===== src/rtl/ber_checker_mc.sv =====
`default_nettype none
// ============================================================================
// ber_checker_mc : multi-lane self-synchronising PRBS bit-error-rate checker
// Rev 1.0
// ============================================================================
module ber_checker_mc #(
  parameter int NCH     = 4,
  parameter int RECV_W  = 58,
  parameter int ERR_W   = 64,
  parameter int LOCK_N  = 64,
  parameter int WIN_W   = 10,
  parameter int LOSS_TH = 128
) (
  input  logic              CLK,
  input  logic              RSTX,
  input  logic [NCH-1:0]    DIN,
  input  logic [NCH-1:0]    DIN_VLD,
  input  logic [1:0]        MODE,
  input  logic              CLR,
  input  logic [3:0]        SEL,
  output logic [NCH-1:0]    LOCK,
  output logic [NCH-1:0]    LOSS,
  output logic [RECV_W-1:0] RECV_CNT,
  output logic [ERR_W-1:0]  ERR_CNT
);

  localparam int MATCH_W = $clog2(LOCK_N + 1);
  localparam int WERR_W  = $clog2(LOSS_TH + 1);
  localparam logic [MATCH_W-1:0] C_LOCK_N  = MATCH_W'(LOCK_N);
  localparam logic [WERR_W-1:0]  C_LOSS_TH = WERR_W'(LOSS_TH);

  typedef enum logic {
    ST_HUNT   = 1'b0,
    ST_LOCKED = 1'b1
  } state_t;

  logic [1:0]        mode_d, mode_q;
  logic              mode_chg;
  logic [RECV_W-1:0] lane_recv [NCH];
  logic [ERR_W-1:0]  lane_err  [NCH];
  logic [RECV_W-1:0] recv_cnt_d, recv_cnt_q;
  logic [ERR_W-1:0]  err_cnt_d, err_cnt_q;

  always_comb mode_d = MODE;
  assign mode_chg = (MODE != mode_q);

  always_ff @(posedge CLK or negedge RSTX) begin
    if (!RSTX) mode_q <= '0;
    else       mode_q <= mode_d;
  end

  for (genvar g = 0; g < NCH; g++) begin : g_lane
    state_t             state_d, state_q;
    logic [30:0]        sr_d, sr_q;
    logic [MATCH_W-1:0] match_d, match_q;
    logic [WIN_W-1:0]   win_d, win_q, win_inc;
    logic [WERR_W-1:0]  werr_d, werr_q, werr_inc;
    logic [RECV_W-1:0]  recv_d, recv_q;
    logic [ERR_W-1:0]   err_d, err_q;
    logic               loss_d, loss_q;
    logic               pred, err_bit;

    always_comb begin
      case (MODE)
        2'd0:    pred = sr_q[6]  ^ sr_q[5];
        2'd1:    pred = sr_q[14] ^ sr_q[13];
        2'd2:    pred = sr_q[22] ^ sr_q[17];
        default: pred = sr_q[30] ^ sr_q[27];
      endcase
    end

    assign err_bit  = pred ^ DIN[g];
    assign win_inc  = win_q + 1'b1;
    assign werr_inc = werr_q + WERR_W'(err_bit);

    always_comb begin
      state_d = state_q;
      sr_d    = sr_q;
      match_d = match_q;
      win_d   = win_q;
      werr_d  = werr_q;
      recv_d  = recv_q;
      err_d   = err_q;
      loss_d  = loss_q;
      if (DIN_VLD[g]) begin
        if (state_q == ST_HUNT) begin
          sr_d = {sr_q[29:0], DIN[g]};
          if (match_q == C_LOCK_N) begin
            state_d = ST_LOCKED;
            win_d   = '0;
            werr_d  = '0;
          end else begin
            match_d = err_bit ? '0 : match_q + 1'b1;
          end
        end else begin
          // Regenerate from our own prediction so one bad bit is counted once.
          sr_d   = {sr_q[29:0], pred};
          recv_d = (&recv_q) ? recv_q : recv_q + 1'b1;
          if (err_bit && !(&err_q)) err_d = err_q + 1'b1;
          win_d = win_inc;
          if (werr_inc == C_LOSS_TH) begin
            state_d = ST_HUNT;
            match_d = '0;
            werr_d  = '0;
            loss_d  = 1'b1;
          end else if (win_inc == '0) begin
            werr_d = '0;
          end else begin
            werr_d = werr_inc;
          end
        end
      end
      if (mode_chg) begin
        state_d = ST_HUNT;
        match_d = '0;
        win_d   = '0;
        werr_d  = '0;
        recv_d  = '0;
        err_d   = '0;
        loss_d  = loss_q;
      end
      if (CLR) begin
        recv_d = '0;
        err_d  = '0;
        loss_d = 1'b0;
      end
    end

    always_ff @(posedge CLK or negedge RSTX) begin
      if (!RSTX) begin
        state_q <= ST_HUNT;
        sr_q    <= '0;
        match_q <= '0;
        win_q   <= '0;
        werr_q  <= '0;
        recv_q  <= '0;
        err_q   <= '0;
        loss_q  <= 1'b0;
      end else begin
        state_q <= state_d;
        sr_q    <= sr_d;
        match_q <= match_d;
        win_q   <= win_d;
        werr_q  <= werr_d;
        recv_q  <= recv_d;
        err_q   <= err_d;
        loss_q  <= loss_d;
      end
    end

    assign LOCK[g]      = (state_q == ST_LOCKED);
    assign LOSS[g]      = loss_q;
    assign lane_recv[g] = recv_q;
    assign lane_err[g]  = err_q;
  end

  // Out-of-range SEL matches no lane and leaves the outputs at zero.
  always_comb begin
    recv_cnt_d = '0;
    err_cnt_d  = '0;
    for (int i = 0; i < NCH; i++) begin
      if (SEL == 4'(i)) begin
        recv_cnt_d = lane_recv[i];
        err_cnt_d  = lane_err[i];
      end
    end
  end

  always_ff @(posedge CLK or negedge RSTX) begin
    if (!RSTX) begin
      recv_cnt_q <= '0;
      err_cnt_q  <= '0;
    end else begin
      recv_cnt_q <= recv_cnt_d;
      err_cnt_q  <= err_cnt_d;
    end
  end

  assign RECV_CNT = recv_cnt_q;
  assign ERR_CNT  = err_cnt_q;

endmodule
`default_nettype wire

===== config.mk =====
export PLATFORM = sky130hd
export DESIGN_NAME = ber_checker_mc
export DESIGN_NICKNAME = d
export VERILOG_FILES = /design/src/rtl/ber_checker_mc.sv
export SDC_FILE = /design/constraint.sdc
export NUM_CORES = 2
export LEC_CHECK = 0
export CORE_ASPECT_RATIO = 1.4
export CORE_MARGIN = 2
export CORE_UTILIZATION = 62
export CTS_BUF_LIST = sky130_fd_sc_hd__clkbuf_4 sky130_fd_sc_hd__clkbuf_8 sky130_fd_sc_hd__clkbuf_16
export CTS_CLUSTER_DIAMETER = 30
export DETAILED_ROUTE_END_ITERATION = 10
export PLACE_DENSITY = 0.91
export SLEW_MARGIN = 0
export SYNTH_ARGS = -nofsm -noshare
export SYNTH_HDL_FRONTEND = slang
export SYNTH_SLANG_ARGS = --single-unit

===== constraint.sdc =====
create_clock -name CLK -period 4.7 [get_ports CLK]
set_input_delay 0.705 -clock CLK [delete_from_list [all_inputs] [get_ports CLK]]
set_output_delay 0.705 -clock CLK [all_outputs]
set_load 0.02 [all_outputs]

After elaboration in Yosys (flattened, before gate mapping). Index checks and enable logic that the tools add are counted.

Word-level logic and storage cells: 336. Output and inout bits: 130. Register bits after elaboration: 844.

Eq/ne operators: 27. Bitwise logic cells: 20. $add $sub $neg: 20. Muxes and demuxes: 160. Reductions and logical operators: 74.

Operator list (count): $mux 64 (24); $mux 58 (24); $add 64x1->64 const B (4); $reduce_and 64->1 (4); $add 58x1->58 const B (4); $reduce_and 58->1 (4); $mux 8 (24); $mux 7 (24); $mux 10 (16); $reduce_bool 3->1 (16); $mux 1 (44); $add 10x1->10 const B (4); $logic_not 10->1 (4); $reduce_and 3->1 (12); $add 8x1->8 (4); $eq 8x8->1 const B (4); $reduce_bool 2->1 (16); $add 7x1->7 const B (4); $eq 7x7->1 const B (4); $ne 3x3->1 const B (8); $xor 1x1->1 (20); $reduce_and 4->1 (4); $ne 3x2->1 const B (4); $pmux 1 s3 (4); 11 further kinds (21).

Depth between registers and ports, before layout.
Word-level depth: 10. Mapped depth: 13. Depth with buffers taken out: 12.

Least setup slack after synthesis. Ideal clock, no wire load.

Kind: input port to flip-flop. From: input MODE[1]. To: register g_lane[0].match_q[3]. Data arrival time: 3777 ps. Setup time: 136 ps. Path buffers: 1. Cell stages on the path: 12. Setup slack: 788 ps. Required time: 4564 ps. Cells stage by stage: buf_2 mux4_2 xor2_1 ha_1 ha_1 nand3_1 nor2_1 or3b_2 a2111oi_0 a221oi_1 o21ai_0 o31ai_1.

Cells in the longest elaborated chain, start to end: 8.

RTL lines: from (decl) (RTL line 18) `input logic [1:0] MODE,`; parallel branches: the longest is 8 deep, another holds $add 8x1->8; to (signal assigned) (RTL line 142) `match_q <= match_d;`; to (decl) (RTL line 55) `logic [MATCH_W-1:0] match_d, match_q;`.

Parallel ways; which one is timed is not known. The select of a mux whose other input is x is not followed. A chain may end at the register's enable or synchronous reset.

Worst setup path after layout.
From: input MODE[0]. To: register g_lane[3].match_q[4].

Cells in the longest elaborated chain, start to end: 8.

RTL lines (RTL line): parallel branches: the longest is 8 deep, another holds $add 8x1->8; to (signal assigned) (142); to (decl) (55).

Parallel ways; which one is timed is not known. The select of a mux whose other input is x is not followed.

==> flow_metrics.tcl <==
set metrics [dict create \
    status "finished with violations" \
    violations "capacitance limit" \
    grt_pass1_vias 37000 \
    powerDensity_nw_per_um2 402 \
    cts_inserted_buffers 136 \
    max_stage_delay_ns 0.61 \
    hp-class "in -> async" \
    io_pins 147 \
    worst_pin_slew_ns 1.49 \
    crit_path_max_fanout 9 \
    tritoncts "yes" \
    hold_viol 0 \
    ys_types 83 \
    layout-drive-gt1-share 0.111 \
    grt_first_pass_wirelength_um 200000 \
    drc 0 \
    ys.flop_type "dfrtp_1" \
    slowest_stage "mux4_2" \
    cts_setup_buffers 0 \
    fill_cells 4357 \
    critical_path_buf_inv_count 2 \
    coreArea_um2 68800 \
    place_area_um2 45300 \
    gr-total-overflow 0 \
    final_area_um2 50200 \
    numPlacedInstances 5256 \
    peakVddDrop_mv 0.418 \
    finalWirelength_um 126000 \
    rrSetupSlack_ns 0.75 \
    critical_path_class "in -> reg" \
    die_area_um2 71300 \
    antenna_left 0 \
    clk_pin_slew_ns 0.06 \
    syn_area_um2 42900 \
    cp_top_family "compound AO/OA/AOI/OAI gates" \
    synth_edf_count 0 \
    grt_antenna_before_repair 2 \
    areaGrowthSynthToFinish_pct 16.9 \
    start_util 0.624 \
    clock-root-buffer "clkbuf_16" \
    maxSlewViolCount 0 \
    clk_latency_ns 0.75 \
    setup_slack_ns 0.734 \
    leakage_nw 20.1 \
    critPathRequiredTime_ns 5.31 \
    cp_data_arrival_time_ns 4.58 \
    vias 37200 \
    r2r-end "g_lane[0].match_q[5]" \
    relSlewSlack 0.000634 \
    finish.utilization 0.729 \
    clock-sinks 844 \
    cts_buffer_depth 3 \
    ctsResizeCount 0 \
    gp_congestion 0.996 \
    setup_viol 0 \
    start_kind "input port" \
    seq_area_frac_synth 0.492 \
    fin_skew_ns 0.0324 \
    grt_max_degree 156 \
    cap_violations 1 \
    portBuffers 146 \
    rsz0062_at_grt "false" \
    die_w_um 226 \
    async_flop_share 1.00 \
    first_pass_iters 7 \
    avgSynthCellArea_um2 9.85 \
    wire_per_inst_um 22.9 \
    hpwl_um 79500 \
    stdcell_count 5510 \
    num-nets-final 4511 \
    synth_cells 4356 \
    die_y_um 315 \
    ys.warnings.count 0 \
    post-place-ws_ns 0.0848 \
    num_rows 114 \
    rr_worst_depth 13 \
    synth_nets 4401 \
    timing.rr.start "g_lane[0].sr_q[5]" \
    vias_per_cell 6.75 \
    period_needed_ns 3.97 \
    ctsHoldBuffers 0 \
    end_kind "flop" \
    tns_ns 0 \
    cts.htree.levels 4 \
    max_freq_ghz 0.252 \
    cp_cell_sequence "clkdlybuf4s50_1 -> buf_4 -> mux4_2 -> xnor2_1 -> ha_1 -> ha_1 -> nand2_1 -> nor2_1 -> xnor2_1 -> o211ai_1 -> o31a_1 -> o21ai_0 -> o31ai_1" \
    initialDrtViolationCount 4557 \
    grt_usage 0.358 \
    synth-seq-cells 844 \
    finalCritPeriodShare 0.844 \
]
## state kept, by name, summed over array words and instances, names as in the netlist
signal and flops:
g_lane.state_q 4, g_lane.sr_q 124, ERR_CNT 64, g_lane.werr_q 32, g_lane.err_q 256, g_lane.win_q 40, g_lane.match_q 28, g_lane.loss_q 4
mode_q 2, RECV_CNT 58, g_lane.recv_q 232
## layer usage
layer / vias up / part of all wire / GRT usage
li1: 16000 / - / -
met1: 18100 / 0.34 / 0.408
met2: 2364 / 0.49 / 0.591
met3: 675 / 0.089 / 0.0784
met4: 2 / 0.080 / 0.264
met5: - / 0.000087 / 0
## how the worst max path moves through the flow
stage	startpoint	end	cells past startpoint	slack [ns]
3_5_place_dp	MODE[1]	g_lane[0].match_q[5]	13	0.08
3_3_place_gp	MODE[1]	g_lane[0].match_q[6]	13	0.21
4_1_cts	g_lane[0].sr_q[5]	g_lane[0].match_q[5]	13	0.77
2_1_floorplan	MODE[1]	g_lane[0].match_q[3]	12	0.79
5_1_grt	MODE[1]	g_lane[0].match_q[5]	13	0.40
6_report	MODE[0]	g_lane[3].match_q[4]	13	0.73
## report_power, final
group | switching [mW] | internal, mW | total, mW
clock | 3.90 | 6.60 | 10.5
combinational | 0.911 | 0.669 | 1.58
sequential | 0.354 | 7.74 | 8.09
## cell type report
class,count,area [µm²],share of cell area
Tap cell,928,1160,0.0232
Antenna cell,2,5.00,0.0000998
Multi-Input combinational cell,3195,20600,0.410
Clock buffer,161,3710,0.0739
Timing Repair Buffer,219,2160,0.0431
Inverter,70,263,0.00524
Sequential cell,844,21100,0.421
Clock inverter,91,1150,0.0229
## cell usage in the layout, fill, tap and decap left out, types with 28 or more instances in the layout
master / netlist / layout
dfrtp_1: 844 / 844
nor2_1: 548 / 548
nand2_1: 291 / 291
xnor2_1: 250 / 250
nand3_1: 237 / 236
nand4_1: 208 / 208
xor2_1: 207 / 207
nor3_1: 167 / 167
clkdlybuf4s50_1: 0 / 144
clkbuf_16: 0 / 137
o21ai_0: 126 / 125
mux2_2: 125 / 125
a21oi_1: 118 / 118
a22o_1: 114 / 114
and3_1: 110 / 110
a221o_1: 100 / 100
nor4_1: 100 / 97
inv_1: 70 / 70
or3_1: 65 / 65
buf_4: 8 / 61
and4_1: 56 / 56
and2_1: 49 / 48
mux2i_1: 47 / 47
ha_1: 28 / 28
## metrics by stage
step                total power [mW]  hold WS, ns
detailed placement              9.69        0.489
finish                          20.2      0.00108
floorplan                       9.04        0.409
global placement                9.57        0.481
CTS                             20.2       0.0163
global route                    20.7       0.0498
## cells in the mapped netlist (all sizes together), types with 106 or more instances
master	n	share of area
nand4	209	0.031
xnor2	250	0.051
nand3	237	0.028
o21ai	128	0.015
xor2	207	0.042
nand2	291	0.025
and3	111	0.016
nor3	172	0.021
clkbuf	195	0.017
a22o	114	0.023
nor2	548	0.048
dfrtp	844	0.49
nor4	106	0.017
mux2	125	0.033
a21oi	118	0.014
## kinds of logic after synthesis
logic type	synth area share
buffers and inverters	0.0294
XOR/XNOR	0.0933
multiplexers	0.0459
adder cells (fa/ha/maj)	0.00817
AND/OR/NAND/NOR	0.228
flip-flops	0.492
AO/OA/AOI/OAI	0.103
(Power assumes the default switching activity.)
